===== src/rtl/cpu_types_pkg.sv =====
// rtl/cpu_types_pkg.sv - shared CPU types: machine word and BTB entry layout.
// btb_entry_t fixes field order at the widest legal geometry; modules narrow it locally.
package cpu_types_pkg;

  typedef logic [31:0] word_t;

  localparam int BTB_TAG_MAX = 29;
  localparam int BTB_CNT_MAX = 4;

  typedef struct packed {
    logic                   valid;
    logic [BTB_TAG_MAX-1:0] tag;
    word_t                  target;
    logic [BTB_CNT_MAX-1:0] cnt;
  } btb_entry_t;

endpackage


===== src/rtl/sat_counter.sv =====
// rtl/sat_counter.sv - combinational next value of a W-bit saturating up/down counter.
module sat_counter #(
  parameter int W = 2
) (
  input  logic [W-1:0] cnt,
  input  logic         inc,
  input  logic         dec,
  output logic [W-1:0] next
);

  always_comb begin
    next = cnt;
    if (inc && (cnt != {W{1'b1}}))
      next = cnt + W'(1);
    else if (dec && (cnt != '0))
      next = cnt - W'(1);
  end

endmodule


===== src/rtl/branch_predictor.sv =====
// rtl/branch_predictor.sv - BTB with saturating direction counters and mispredict counter.
// Lookup is combinational from pc; training from EX takes effect on the next edge.
module branch_predictor
  import cpu_types_pkg::*;
#(
  parameter int ENTRIES  = 16,
  parameter int CNT_BITS = 2
) (
  input  logic        CLK,
  input  logic        nRST,
  input  logic        en,
  input  logic        flush,
  input  word_t       pc,
  output logic        pred_taken,
  output word_t       pred_target,
  input  logic        update_en,
  input  word_t       update_pc,
  input  logic        update_taken,
  input  word_t       update_target,
  input  logic        update_mispred,
  output word_t       mispred_count
);

  localparam int IDX_BITS = $clog2(ENTRIES);
  localparam int TAG_BITS = 30 - IDX_BITS;
  localparam logic [CNT_BITS-1:0] WT = CNT_BITS'(1 << (CNT_BITS - 1));

  // Same field order as cpu_types_pkg::btb_entry_t, narrowed to this geometry.
  typedef struct packed {
    logic                valid;
    logic [TAG_BITS-1:0] tag;
    word_t               target;
    logic [CNT_BITS-1:0] cnt;
  } entry_t;

  entry_t tbl [ENTRIES];

  logic [IDX_BITS-1:0] lk_idx, up_idx;
  logic [TAG_BITS-1:0] lk_tag, up_tag;
  entry_t              lk_ent, up_ent;
  logic                lk_hit, up_hit;
  logic [CNT_BITS-1:0] cnt_next;
  logic                unused_addr_bits;

  assign unused_addr_bits = ^{pc[1:0], update_pc[1:0]};

  assign lk_idx = pc[IDX_BITS+1:2];
  assign lk_tag = pc[31:IDX_BITS+2];
  assign lk_ent = tbl[lk_idx];
  assign lk_hit = lk_ent.valid && (lk_ent.tag == lk_tag);

  assign pred_taken  = lk_hit && lk_ent.cnt[CNT_BITS-1];
  assign pred_target = pred_taken ? lk_ent.target : pc + 32'd4;

  assign up_idx = update_pc[IDX_BITS+1:2];
  assign up_tag = update_pc[31:IDX_BITS+2];
  assign up_ent = tbl[up_idx];
  assign up_hit = up_ent.valid && (up_ent.tag == up_tag);

  sat_counter #(.W(CNT_BITS)) u_cnt (
    .cnt  (up_ent.cnt),
    .inc  (update_taken),
    .dec  (!update_taken),
    .next (cnt_next)
  );

  always_ff @(posedge CLK or negedge nRST) begin
    if (!nRST) begin
      for (int i = 0; i < ENTRIES; i++) begin
        tbl[i].valid  <= 1'b0;
        tbl[i].tag    <= '0;
        tbl[i].target <= '0;
        tbl[i].cnt    <= WT - CNT_BITS'(1);
      end
    end else if (en) begin
      // flush wins over a same-cycle update; counters and targets survive it.
      if (flush) begin
        for (int i = 0; i < ENTRIES; i++)
          tbl[i].valid <= 1'b0;
      end else if (update_en) begin
        if (up_hit) begin
          tbl[up_idx].cnt <= cnt_next;
          if (update_taken)
            tbl[up_idx].target <= update_target;
        end else if (update_taken) begin
          tbl[up_idx].valid  <= 1'b1;
          tbl[up_idx].tag    <= up_tag;
          tbl[up_idx].target <= update_target;
          tbl[up_idx].cnt    <= WT;
        end
      end
    end
  end

  always_ff @(posedge CLK or negedge nRST) begin
    if (!nRST)
      mispred_count <= '0;
    else if (en && update_en && update_mispred && (mispred_count != 32'hFFFF_FFFF))
      mispred_count <= mispred_count + 32'd1;
  end

endmodule


===== config.mk =====
export PLATFORM = sky130hd
export DESIGN_NAME = branch_predictor
export DESIGN_NICKNAME = d
export VERILOG_FILES = /design/src/rtl/cpu_types_pkg.sv /design/src/rtl/sat_counter.sv /design/src/rtl/branch_predictor.sv
export SDC_FILE = /design/constraint.sdc
export NUM_CORES = 2
export LEC_CHECK = 0
export BUFFER_PORTS_ARGS = -buffer_cell sky130_fd_sc_hd__clkbuf_2
export CAP_MARGIN = 0
export CORE_MARGIN = 3
export CORE_UTILIZATION = 65
export CTS_BUF_LIST = sky130_fd_sc_hd__clkbuf_8
export CTS_CLUSTER_DIAMETER = 40
export DETAILED_ROUTE_END_ITERATION = 10
export PLACE_DENSITY = 0.81
export SYNTH_ARGS = -nofsm -noshare
export SYNTH_HDL_FRONTEND = slang
export SYNTH_SLANG_ARGS = --single-unit

===== constraint.sdc =====
create_clock -name CLK -period 4.72 [get_ports CLK]
set_input_delay 0.472 -clock CLK [delete_from_list [all_inputs] [get_ports CLK]]
set_output_delay 0.472 -clock CLK [all_outputs]
set_load 0.03 [all_outputs]

Word level (Yosys, flattened, before mapping):

Index checks and enable logic that the tools add are counted.
Widths: inputs -> output; s select.

* bits in registers: 1008
* bits of input ports: 103
* output and inout port bits: 65
* word-level logic and storage cells: 138

* $add $sub $neg: 4
* magnitude comparators: 3
* equality and inequality tests: 4
* mux-type cells: 43
* bitwise gates (word level): 3
* reductions and logical operators: 16

Operators with widths (count)
* $bwmux 976: 6
* $mux 976: 4
* $demux 61 s4: 4
* $bmux 61 s4: 2
* $mux 61: 5
* $mux 60: 1
* $eq 26x26->1: 2
* $mux 34: 1
* $add 32x1->32 const B: 1
* $add 32x3->32 const B: 1
* $mux 32: 1
* $ne 32x32->1 const B: 1
* $mux 1: 16
* $ge 5x5->1 const B: 2
* $not 4->5: 2
* $logic_and 1x1->1: 9
* $mux 2: 3
* $reduce_bool 2->1: 3
* $lt 5x1->1 const B: 1
* $reduce_and 4->1: 1
* $reduce_and 3->1: 1
* $reduce_bool 3->1: 1
* $add 2x1->2 const B: 1
* $ne 2x2->1 const B: 1
* 3 further kinds: 3

Logic depth before layout (Yosys ltp):

* word-level depth: 14
* depth in mapped cells: 15
* depth with buffers taken out: 9

Cells and area by module:

From an unflattened synthesis, not the netlist that was laid out.

* cell total of the unflattened synthesis: 3376
* area total of the unflattened synthesis: 51035.2 um2

Modules (own cells, without submodules)
* branch_predictor: instances 1, cells an instance 3365, area an instance 50942.6 um2, seq. area each 25244.2 um2
* sat_counter: instances 1, cells an instance 11, area an instance 92.6 um2, seq. area each 0.0 um2

Worst setup path after synthesis:

OpenSTA, ideal clock, no wires.

* path type: input port to output port
* start: input port pc[3]
* end: output port pred_target[2]
* arrival: 4.092 ns
* data required time: 4.248 ns
* slack: 0.156 ns
* stages on the path: 11
* buffers on the path: 5
* path through: buf_2 > buf_2 > buf_2 > buf_1 > mux4_2 > mux4_2 > a221oi_1 > nand4_1 > nor4_2 > buf_2 > mux2i_1

* longest elaborated chain between the ends: 8

RTL lines
* start: declaration: line branch_predictor.sv:13 `input word_t pc,`
* $not 4->5 (not written as such) (*): line branch_predictor.sv:49 `assign lk_ent = tbl[lk_idx];`
* $bmux 61 s4 (*): line branch_predictor.sv:49
* $mux 61 (not written as such) (*) (2 in series): line branch_predictor.sv:49
* $eq 26x26->1: line branch_predictor.sv:50 `assign lk_hit = lk_ent.valid && (lk_ent.tag == lk_tag);`
* $logic_and 1x1->1: line branch_predictor.sv:50
* $logic_and 1x1->1 (*): line branch_predictor.sv:52 `assign pred_taken = lk_hit && lk_ent.cnt[CNT_BITS-1];`
* via pred_taken: line branch_predictor.sv:14 `output logic pred_taken,`
* $mux 32 (*): line branch_predictor.sv:53 `assign pred_target = pred_taken ? lk_ent.target : pc + 32'd4;`
* end: declaration: line branch_predictor.sv:15 `output word_t pred_target,`

The timed path passes the listed nets; every way through them passes the cells marked *. The select of a mux whose other input is x is not followed.

Worst setup path in the final report:

* start: input port pc[4]
* end: output port pred_target[29]

* longest elaborated chain between the ends: 8

RTL lines (line)
* $not 4->5 (not written as such): branch_predictor.sv:49
* $bmux 61 s4: branch_predictor.sv:49
* $mux 61 (not written as such) (2 in series): branch_predictor.sv:49
* $eq 26x26->1: branch_predictor.sv:50
* $logic_and 1x1->1: branch_predictor.sv:50
* $logic_and 1x1->1: branch_predictor.sv:52
* $mux 32 (*): branch_predictor.sv:53

Mark *: on every way between the ends. The rest lies on a longest branch, timed or not. The select of a mux whose other input is x is not followed.

==> summary.md <==
| Metric | Value |
|---|---|
| Fraction of layout cells with a size suffix above 1 | `a little under half` |
| Syn-to-layout area delta | `13.9%` |
| Crit start category | `primary input` |
| Hpwl dp | `between 80000 and 90000 um` |
| CTS tree | `built` |
| Num CTS Buffers | `between 150 and 200` |
| Register area share after synthesis | `between 40% and 50%` |
| Setup TNS | `-1.65 ns` |
| Ports | `approximately 170` |
| Final setup vio count | `26` |
| FF-to-FF path depth | `10` |
| Post-route setup slack | `-0.106 ns` |
| Number of nets in the layout | `4037` |
| Crit path max fanout | `31` |
| Int Pwr | `between 15 and 20 mW` |
| Hold Slack | `0.0565 ns` |
| Number of synthesized flops with an enable pin | `0` |
| Power share of the clock group | `about 39%` |
| Failing checks | `negative setup slack` |
| Global-route usage over all layers | `a little under two fifths` |
| NetSw | `between 5 and 6 mW` |
| Slowest CP cell | `buf_4` |
| Max stage delay on crit path | `about 0.7 ns` |
| Worst slew pin tran | `~1.2 ns` |
| Max-slew violations | `0` |
| Synth Instances | `3715` |
| Hold Fails Final Rpt | `0` |
| Number of port buffers | `about 170` |
| Comb power frac | `13.3%` |
| HP Start | `update_target[31]` |
| VDD IR max | `roughly 0.30 mV` |
| Slew margin rel. | `17.9%` |
| Drt drc | `0` |
| Syn_area_per_cell | `13.8 um^2` |
| R2R Path End | `tbl[296]$_DFFE_PN0P_` |
| Post-synth top area cell | `dfrtp_1` |
| Initial antenna violation count | `15` |
| Lkg Pwr | `roughly 28 nW` |
| Seq cells post-synth | `1008` |
| Met3 Routed Length | `17700 um` |
| H-tree lvl count | `4` |
| Largest net degree at the start of global routing | `100` |
| Worst hold path depth | `3` |
| Root Buffer | `clkbuf_8` |
| Die area | `82000 um^2` |
| Worst R2R Setup Slack | `around 0.93 ns` |
| Critical Path RT | `roughly 4.3 ns` |
| Fin crit share | `102%` |
| Status | `complete, but fails checks` |
| Mapped Nets | `3822` |
| Commonest non-fill, non-tap cell in the layout | `dfrtp_1` |
| Dpl cell area | `53700 um^2` |
| Grt total ovfl | `0` |
| Max Used Layer | `met5` |
| Max clock buf depth | `3` |
| Commonest non-fill, non-tap cells in the layout | `dfrtp_1, mux2_2, nand2_1` |
| Placement Rows | `102` |
| Cells taking the most area after synthesis | `dfrtp_1, mux2_2, mux4_2` |
| Switching Share | `26.9%` |
| Hold endpoint | `tbl[94]$_DFFE_PN0P_` |
| Die W | `between 200 and 300 um` |
| Vias in the first global route | `36800` |
| Worst Path Arrival | `4.35 ns` |
| Pre-CTS setup slack | `about 0.17 ns` |
| Synth unique cells | `58` |
| Synth async-reset ratio | `between 90% and 100%` |
| Final WL | `approximately 150000 um` |
| Yosys top cell area share | `approximately half` |
| RSZ-0062 raised after global routing | `true` |
| Post-route cell area | `a little under 60000 um^2` |
| Overall Power | `between 20 and 25 mW` |
| Total vias in the final route | `35200` |
| Vias per cell | `a little under 7` |
| Hold Path Class | `in -> reg` |
| Yosys warns | `0` |
| RD Place Congestion | `0.937` |
| Part of the power in registers | `between 40% and 50%` |
| Placeable Area | `around 78000 um^2` |
| CTS sink count | `around 1000` |
| Setup Skew | `0.0581 ns` |
| Fmax | `0.207 GHz` |
| Min cycle time layout | `slightly below 5 ns` |
| First-pass GRT wire length | `around 230000 um` |
| Met2 Wirelength | `70100 um` |
| Top FF cell, synth | `dfrtp_1` |
| CP most frequent cell | `buf_4` |
| Clk slew on worst S/H paths | `~0.06 ns` |
| Met1 WL | `roughly 56000 um` |
| Worst r2r src | `tbl[356]$_DFFE_PN0P_` |
| Crit. End Element | `primary output` |
| Drt first-iter violations | `3842` |
| Starting Density | `about 66%` |
| DRT Pass-1 Iters | `8` |
| Die Span Y | `approximately 290 um` |
| PD cells | `between 300 and 400 nW/um^2` |
| Mapped Area | `about 51000 um^2` |
| Skew-Pair Late Insertion Delay | `0.85 ns` |
| Critical path type | `in -> out` |
| CP Cell Sequence | `buf_4 -> buf_4 -> nand4_1 -> nor3_1 -> buf_4 -> and3_1 -> nor3b_1 -> nand3_1 -> xnor2_1 -> mux2_4 -> buf_8` |
| Max-cap violations | `0` |
| Routed length per instance | `between 20 and 30 um` |
| Post-DRT Antenna Nets | `0` |
==> layout make-up <==
class | count | area [um^2]
flip-flops and latches | 1008 | 25200
multi-input cells | 2380 | 24800
fillers | 4601 | 19500
repair buffers | 355 | 3250
clock buffers | 208 | 2860
well taps | 1040 | 1300
clock inverters | 95 | 707
inverters | 16 | 62.6
diodes | 9 | 22.5
==> worst max-delay path, delay by kind of cell <==
family,cells,cell delay [ns]
muxes,1,0.29
xor gates and xnor gates,1,0.18
buffers and inverters,4,1.49
and+or+nand+nor,5,1.86
==> synthesized netlist by cell type, types with 9 or more instances <==
master	instances
nand3_1	63
mux2_2	812
o21ai_0	18
buf_1	28
a21o_1	24
nand2_1	575
dfrtp_1	992
xnor2_1	85
a21oi_1	15
nand2b_1	10
dfstp_2	16
a31oi_1	19
inv_1	14
nor4_1	9
nor3_1	13
buf_2	65
nor2_1	66
and3_1	22
nor2b_1	10
buf_4	12
mux2i_1	98
xor2_1	31
mux4_2	382
buf_6	20
nand4_1	22
clkbuf_1	186
a22oi_1	13
==> sequential cells by signal, summed over array words and instances, names as in the netlist <==
name	cells
tbl	976
mispred_count	32
==> how the worst max path moves through the flow <==
stage	startpoint	endpoint	slack, ns	cells after the start
2_1_floorplan	pc[3]	pred_target[2]	0.16	11
3_5_place_dp	pc[2]	pred_target[31]	0.17	12
6_report	pc[4]	pred_target[29]	-0.11	11
4_1_cts	tbl[781]$_DFFE_PN0P_	pred_target[31]	-0.11	12
5_1_grt	tbl[964]$_DFFE_PN0P_	pred_target[28]	-0.17	12
3_3_place_gp	pc[2]	pred_target[31]	0.25	12
==> through the flow <==
stage | cells | utilization [%]
after floorplan | 3715 | -
after global placement | 4755 | 69.1
after detailed placement | 4755 | 69.1
after CTS | 5097 | 74.7
after global routing | 5104 | 74.9
final | 5111 | 74.9
==> per-layer routing <==
| metal | vias to the layer above | global-route usage [%] |
|---|---|---|
| li1 | 14100 | - |
| met1 | 18400 | 49.9 |
| met3 | 473 | 12.6 |
| met5 | - | 0 |
| met4 | 14 | 16.9 |
| met2 | 2158 | 55.9 |
==> power by group through the flow <==
stage               Sequential (mW)  Clock, mW  Combinational (mW)
finish                         9.82       8.13                2.74
global route                   9.88       8.62                2.92
CTS                            9.79       8.21                2.69
detailed placement             9.93          0                2.61
global placement               9.88          0                2.54
floorplan                      9.80          0                1.76
==> kinds of logic (layout without fill, tap and decap cells) <==
kind of cell | after synthesis | in the layout | synth area share [%]
xor gates and xnor gates | 116 | 116 | 1.99
buffers and inverters | 327 | 674 | 2.94
other | 0 | 9 | 0
DFF | 1008 | 1008 | 49.4
AOI/OAI and AO/OA | 152 | 152 | 2.21
muxes | 1294 | 1294 | 36.7
adders and majority gates | 4 | 4 | 0.0979
and+or+nand+nor | 814 | 814 | 6.71
==> what timing repair did <==
| item | CTS | global route |
|---|---|---|
| cloned | 2 | 2 |
| hold endpoints to repair | 196 | 0 |
| hold buffers | 30 | 0 |
| endpoints found under the setup margin | 32 | 32 |
| gates resized for setup | 80 | 46 |
| buffers inserted | 7 | 4 |
Note: power is estimated with default switching activity, not from simulation.
